**config.mk**
```make
export PLATFORM = sky130hd
export DESIGN_NAME = usb_rx_sr_flat
export DESIGN_NICKNAME = d
export VERILOG_FILES = /design/src/rtl/usb_rx_sr_if.sv /design/src/rtl/usb_rx_sr.sv /design/src/flat_wrapper.sv
export SDC_FILE = /design/constraint.sdc
export NUM_CORES = 1
export LEC_CHECK = 0
export CAP_MARGIN = 20
export CORE_MARGIN = 10
export CORE_UTILIZATION = 59
export DETAILED_ROUTE_END_ITERATION = 10
export GPL_TIMING_DRIVEN = 0
export PLACE_DENSITY = 0.84
export SETUP_SLACK_MARGIN = 0.02
export SLEW_MARGIN = 20
export SYNTH_ARGS = -nofsm -noshare
export SYNTH_HDL_FRONTEND = slang
export SYNTH_SLANG_ARGS = --single-unit
export TNS_END_PERCENT = 50
```
**constraint.sdc**
```tcl
create_clock -name clk -period 4.5 [get_ports clk]
set_input_delay 0.45 -clock clk [delete_from_list [all_inputs] [get_ports clk]]
set_output_delay 0.45 -clock clk [all_outputs]
set_load 0.01 [all_outputs]
```
**src/rtl/usb_rx_sr_if.sv**
```systemverilog
// Bundle between the USB receive controller and the receive shift register.
// The controller drives bit strobes and packet framing; the shift register returns words and the packet verdict.
interface usb_rx_sr_if #(
  parameter int WORD_BITS = 16
);
  logic                 sop;
  logic                 rx_enable;
  logic                 rx_shift;
  logic                 rx_bit;
  logic                 eop;
  logic [WORD_BITS-1:0] rx_data;
  logic                 rx_valid;
  logic                 packet_done;
  logic                 crc_ok;
  logic                 partial_err;

  modport master (
    output sop, rx_enable, rx_shift, rx_bit, eop,
    input  rx_data, rx_valid, packet_done, crc_ok, partial_err
  );

  modport slave (
    input  sop, rx_enable, rx_shift, rx_bit, eop,
    output rx_data, rx_valid, packet_done, crc_ok, partial_err
  );
endinterface

```
**src/rtl/usb_rx_sr.sv**
```systemverilog
// USB receive shift register: assembles LSB-first bits into words and checks the
// packet CRC16 residual at end of packet.
module usb_rx_sr #(
  parameter int WORD_BITS = 16
) (
  input  logic        clk,
  input  logic        n_rst,
  usb_rx_sr_if.slave  bus
);
  localparam int CW = $clog2(WORD_BITS);

  localparam logic [1:0] ST_IDLE    = 2'd0;
  localparam logic [1:0] ST_RECEIVE = 2'd1;
  localparam logic [1:0] ST_CHECK   = 2'd2;

  localparam logic [15:0]   CRC_INIT     = 16'hFFFF;
  localparam logic [15:0]   CRC_RESIDUAL = 16'h800D;
  localparam logic [15:0]   CRC_POLY     = 16'h8005;
  localparam logic [CW-1:0] CNT_LAST     = CW'(WORD_BITS - 1);

  // One LSB-first CRC16 step in the shift-left register form.
  function automatic logic [15:0] crc16_step(input logic [15:0] crc, input logic b);
    logic fb;
    fb = b ^ crc[15];
    return {crc[14:0], 1'b0} ^ (fb ? CRC_POLY : 16'h0000);
  endfunction

  logic [1:0]           state_r;
  logic [WORD_BITS-1:0] shift_r;
  logic [CW-1:0]        cnt_r;
  logic [15:0]          crc_r;
  logic [WORD_BITS-1:0] rx_data_r;
  logic                 rx_valid_r;
  logic                 packet_done_r;
  logic                 crc_ok_r;
  logic                 partial_err_r;

  logic [1:0]           state_next_s;
  logic                 accept_s;
  logic                 word_done_s;
  logic                 restart_s;
  logic                 enter_check_s;
  logic [WORD_BITS-1:0] shift_next_s;
  logic [CW-1:0]        cnt_next_s;
  logic [15:0]          crc_next_s;

  // Bit acceptance and the datapath values after a possible accepted bit.
  always_comb begin
    accept_s      = (state_r == ST_RECEIVE) && bus.rx_enable && bus.rx_shift;
    word_done_s   = accept_s && (cnt_r == CNT_LAST);
    shift_next_s  = shift_r;
    cnt_next_s    = cnt_r;
    crc_next_s    = crc_r;
    if (accept_s) begin
      shift_next_s = {bus.rx_bit, shift_r[WORD_BITS-1:1]};
      cnt_next_s   = cnt_r + CW'(1);
      crc_next_s   = crc16_step(crc_r, bus.rx_bit);
    end else begin
      shift_next_s = shift_r;
    end
  end

  // Packet framing FSM; sop restarts from any legal state, eop is a strobe gated by rx_enable.
  always_comb begin
    state_next_s = state_r;
    case (state_r)
      ST_IDLE: begin
        if (bus.sop) state_next_s = ST_RECEIVE;
        else         state_next_s = ST_IDLE;
      end
      ST_RECEIVE: begin
        if (bus.sop)                        state_next_s = ST_RECEIVE;
        else if (bus.rx_enable && bus.eop)  state_next_s = ST_CHECK;
        else                                state_next_s = ST_RECEIVE;
      end
      ST_CHECK: begin
        if (bus.sop) state_next_s = ST_RECEIVE;
        else         state_next_s = ST_IDLE;
      end
      default: state_next_s = ST_IDLE;
    endcase
    restart_s     = bus.sop && (state_next_s == ST_RECEIVE);
    enter_check_s = (state_r == ST_RECEIVE) && (state_next_s == ST_CHECK);
  end

  // State, datapath and registered outputs.
  always_ff @(posedge clk) begin
    if (!n_rst) begin
      state_r       <= ST_IDLE;
      shift_r       <= '0;
      cnt_r         <= '0;
      crc_r         <= CRC_INIT;
      rx_data_r     <= '0;
      rx_valid_r    <= 1'b0;
      packet_done_r <= 1'b0;
      crc_ok_r      <= 1'b0;
      partial_err_r <= 1'b0;
    end else begin
      state_r       <= state_next_s;
      rx_valid_r    <= 1'b0;
      packet_done_r <= 1'b0;
      if (restart_s) begin
        // A restart discards any partial word without delivering it.
        shift_r       <= '0;
        cnt_r         <= '0;
        crc_r         <= CRC_INIT;
        crc_ok_r      <= 1'b0;
        partial_err_r <= 1'b0;
      end else begin
        shift_r <= shift_next_s;
        cnt_r   <= cnt_next_s;
        crc_r   <= crc_next_s;
        if (word_done_s) begin
          rx_data_r  <= shift_next_s;
          rx_valid_r <= 1'b1;
        end
        if (enter_check_s) begin
          packet_done_r <= 1'b1;
          crc_ok_r      <= (crc_next_s == CRC_RESIDUAL);
          partial_err_r <= (cnt_next_s != '0);
        end
      end
    end
  end

  assign bus.rx_data     = rx_data_r;
  assign bus.rx_valid    = rx_valid_r;
  assign bus.packet_done = packet_done_r;
  assign bus.crc_ok      = crc_ok_r;
  assign bus.partial_err = partial_err_r;
endmodule

```
**src/flat_wrapper.sv**
```systemverilog
// flat-port wrapper written by rule: the top's interface ports become plain ports
module usb_rx_sr_flat 
#(
  parameter int WORD_BITS = 16
)
  (clk, n_rst, bus_sop, bus_rx_enable, bus_rx_shift, bus_rx_bit, bus_eop, bus_rx_data, bus_rx_valid, bus_packet_done, bus_crc_ok, bus_partial_err);
  usb_rx_sr_if #(.WORD_BITS(WORD_BITS)) bus_i ();
  input  logic clk;
  input  logic n_rst;
  input wire logic [$bits(bus_i.sop)-1:0] bus_sop;
  input wire logic [$bits(bus_i.rx_enable)-1:0] bus_rx_enable;
  input wire logic [$bits(bus_i.rx_shift)-1:0] bus_rx_shift;
  input wire logic [$bits(bus_i.rx_bit)-1:0] bus_rx_bit;
  input wire logic [$bits(bus_i.eop)-1:0] bus_eop;
  output wire logic [$bits(bus_i.rx_data)-1:0] bus_rx_data;
  output wire logic [$bits(bus_i.rx_valid)-1:0] bus_rx_valid;
  output wire logic [$bits(bus_i.packet_done)-1:0] bus_packet_done;
  output wire logic [$bits(bus_i.crc_ok)-1:0] bus_crc_ok;
  output wire logic [$bits(bus_i.partial_err)-1:0] bus_partial_err;
  assign bus_i.sop = bus_sop;
  assign bus_i.rx_enable = bus_rx_enable;
  assign bus_i.rx_shift = bus_rx_shift;
  assign bus_i.rx_bit = bus_rx_bit;
  assign bus_i.eop = bus_eop;
  assign bus_rx_data = bus_i.rx_data;
  assign bus_rx_valid = bus_i.rx_valid;
  assign bus_packet_done = bus_i.packet_done;
  assign bus_crc_ok = bus_i.crc_ok;
  assign bus_partial_err = bus_i.partial_err;
  usb_rx_sr #(.WORD_BITS(WORD_BITS)) u_core (.clk(clk), .n_rst(n_rst), .bus(bus_i));
endmodule
```
==> out/results.tsv <==
stage	metric	value	unit
outcome	status	finished, final reports clean	
route	routed via count	1838	
global_route	global-route wire length before repair	8.273	mm
global_route	Global Route met1 Usage	0.1659	
critical_path	critical-path cell list	clkdlybuf4s50_1, and4b_1, buf_4, nand4_4, a21oi_4, buf_6, nand2_1, o211a_1	
placement	DP Wirelength	3.252	mm
power_and_ir_drop	maximum vdd drop	267.5	µV
critical_path	CP max-delay cell	clkdlybuf4s50_1	
logic_synthesis	syn avg cell area	9.454	µm²
min_path	hold path start	u_core.bus.crc_ok	
cts	# Post-CTS Setup Buffers	0	
sta	Slew HR	0.6213	
critical_path	CP Class	input port to register	
logic_synthesis	Post-Synthesis Cells	243	
cts	Post-CTS Resized	0	
sta	RSZ-0062 raised after global routing	false	
critical_path	worst-path maximum fanout	10	
cts	CTS max path bufs	2	
critical_path	CP Capture Type	register	
logic_synthesis	synthesized net count	251	
power_and_ir_drop	Switching Fraction	0.1968	
cts	Max H-tree Level	3	
sta	Slew Limit Fails	0	
logic_synthesis	largest family of logic cells by synthesized area	simple AND/OR/NAND/NOR gates	
critical_path	crit path launch type	input port	
sta	Final Setup Violations	0	
cts	cts bufs inserted	9	
logic_synthesis	Synth Register Bits	58	
cells_and_area	diode count	0	
critical_path	flop2flop setup slack	2950	ps
global_route	initial antenna violation count	0	
global_route	number of global-route vias before repair	1866	
cells_and_area	post-layout util	0.7721	
route	final antenna-violating net count	0	
global_route	GR met3 Demand/Resource	0.05508	
power_and_ir_drop	Comb pwr share	0.037	
cells_and_area	final net count	288	
power_and_ir_drop	switching power	0.0002280	W
logic_synthesis	simple logic cell fraction of the synthesized area	0.2288	
critical_path	critical path arrival	2000	ps
sta	max frequency	564.9	MHz
die	Initial Util	0.6182	
power_and_ir_drop	PD cells	403.9	nW/µm²
sta	Final Skew	6.647	ps
logic_synthesis	EDFF count, synth	0	
die	Rows	22	
die	DIE HEIGHT	82.40	µm
power_and_ir_drop	total power	0.001159	W
cts	CTS clk-pin slew, worst paths	70	ps
route	DRT Wirelength	4.899	mm
power_and_ir_drop	Internal	0.0009307	W
logic_synthesis	Yosys Warn Count	0	
sta	final hold vios	0	
logic_synthesis	sequential share of the synthesized area	0.5054	
sta	setup_tns	0	ps
critical_path	Critical Path Source	bus_rx_shift	
die	I/O pin count	27	
global_route	GRT busiest layer	met2	
cts	CTS tree	yes	
min_path	worst min path class	register to register	
logic_synthesis	Synth Area in XOR/XNOR	0.02996	
critical_path	Req. time, crit path	4730	ps
cts	Post-CTS Hold Fix Bufs	0	
logic_synthesis	ys async rst share	0	
route	Residual DRC	0	
global_route	GRT Total Usage	0.1572	
logic_synthesis	mux cell area share after synthesis	0.06972	
cts	Root Buffer	clkbuf_8	
cells_and_area	layout cells sized above 1	0.1088	
placement	I/O Buffers	26	
global_route	met2 Usage GRT	0.2621	
power_and_ir_drop	Seq pwr share	0.449	
die	Die Width	82.40	µm
cts	Clk Latency, worst-skew pair	330	ps
power_and_ir_drop	Leakage	1.416	nW
sta	Final Critical Period	1770	ps
logic_synthesis	predominant post-synthesis flop cell	dfxtp_1	
cells_and_area	area grow syn2layout	24.89	%
route	drt first pass iters	7	
placement	GP Congestion	0.8115	
logic_synthesis	Synth Area in Compound Gates	0.1209	
route	Iteration-0 DRC Markers	90	
logic_synthesis	adder-cell share of the synthesized area	0.005447	
cts	CTS sink count	58	
global_route	gr ovfl total	0	
logic_synthesis	Post-Syn Area	2297	µm²
die	die area	6790	µm²
flow_run	Max-Cap Viols	0	
route	Vias/cell	5.520	
logic_synthesis	Yosys cell types	37	
sta	period utilization	0.3934	
route	Routed WL per cell	14.71	µm
global_route	largest net degree at the start of global routing	11	
sta	Tightest Pin Transition	566.6	ps
critical_path	reg-to-reg startpoint	u_core.cnt_r[0]	
critical_path	worst stage delay on the critical path	480	ps
power_and_ir_drop	power share of the clock group	0.513	
die	core area	3716	µm²
==> final cells by class <==
cell class              count  area, µm²
flip-flops and latches     58       1161
multi-input cells         169       1045
fillers                   246      847.1
repair buffers             26      260.3
clock buffers              11      151.4
clock inverters             5      100.1
plain buffers              15      87.58
well taps                  48      60.06
inverters                   1      3.754
==> synthesized netlist by cell type (3+ instances only) <==
cell / count / area (µm²)
o211a_1: 16 / 160.2
buf_2: 4 / 20.02
nor2_1: 26 / 97.59
nor3_1: 3 / 15.01
xor2_1: 4 / 35.03
nand2_1: 55 / 206.5
nand4_1: 3 / 18.77
clkbuf_1: 6 / 22.52
nand3_1: 15 / 75.07
dfxtp_1: 58 / 1161
mux2i_1: 16 / 160.2
a21oi_1: 3 / 15.01
buf_4: 3 / 22.52
==> power by group through the flow <==
stage,Clock [W],Sequential [W],Combinational (W)
6_report,0.000595,0.000521,0.0000433
5_1_grt,0.000624,0.000521,0.0000480
4_1_cts,0.000600,0.000521,0.0000435
3_5_place_dp,0,0.000532,0.0000430
3_3_place_gp,0,0.000532,0.0000419
2_1_floorplan,0,0.000531,0.0000286
==> per-layer routing <==
| metal | part of all wire | up-vias |
|---|---|---|
| li1 | - | 914 |
| met1 | 0.41 | 860 |
| met2 | 0.50 | 50 |
| met3 | 0.063 | 14 |
| met4 | 0.026 | 0 |
| met5 | 0 | - |
==> cell families after synthesis <==
family	after synthesis
and+or+nand+nor	114
adders and majority gates	1
AOI/OAI and AO/OA	31
xor gates and xnor gates	7
DFF	58
buffers and inverters	16
muxes	16
==> worst max-delay path: cells and delay by family <==
kind                   cells  cell delay [ps]
buffers and inverters      3              810
and+or+nand+nor            3              370
AOI/OAI and AO/OA          2              350
==> stage by stage <==
step | setup WS (ps) | std cells | hold slack, ps | cell area (µm²)
finish | 2730 | 333 | 486.9 | 2869
global route | 2633 | 333 | 511.1 | 2869
CTS | 2712 | 333 | 484.3 | 2869
detailed placement | 2379 | 317 | 475.7 | 2618
global placement | 2404 | 317 | 466.3 | 2618
floorplan | 3019 | 243 | 454.0 | 2297
==> placed cells by master, fill, tap and decap left out, types with 3 or more instances in the layout <==
cell	Yosys	layout
nand3_1	15	15
xor2_1	4	4
mux2i_1	16	16
nand4_1	3	3
clkdlybuf4s50_1	0	26
dfxtp_1	58	58
nor2_1	26	26
nor3_1	3	3
o211a_1	16	16
buf_2	4	4
buf_4	3	3
bufinv_16	0	3
nand2_1	55	55
clkbuf_1	6	6
clkbuf_8	0	11
a21oi_1	3	3
==> worst paths after layout <==
kind	end	cells past startpoint
hold / removal	u_core.bus.crc_ok	2
setup / recovery	u_core.bus.rx_data[13]	8
hold reg to reg	u_core.bus.crc_ok	2
setup reg to reg	u_core.bus.rx_data[13]	6
==> registers in the layout, indices dropped and copies added (netlist names) <==
name / cells
u_core.bus.crc_ok: 1
u_core.bus.packet_done: 1
u_core.bus.partial_err: 1
u_core.bus.rx_data: 16
u_core.bus.rx_valid: 1
u_core.cnt_r: 4
u_core.crc_r: 16
u_core.shift_r: 16
u_core.state_r: 2
Note: power is estimated with default switching activity, not from simulation.
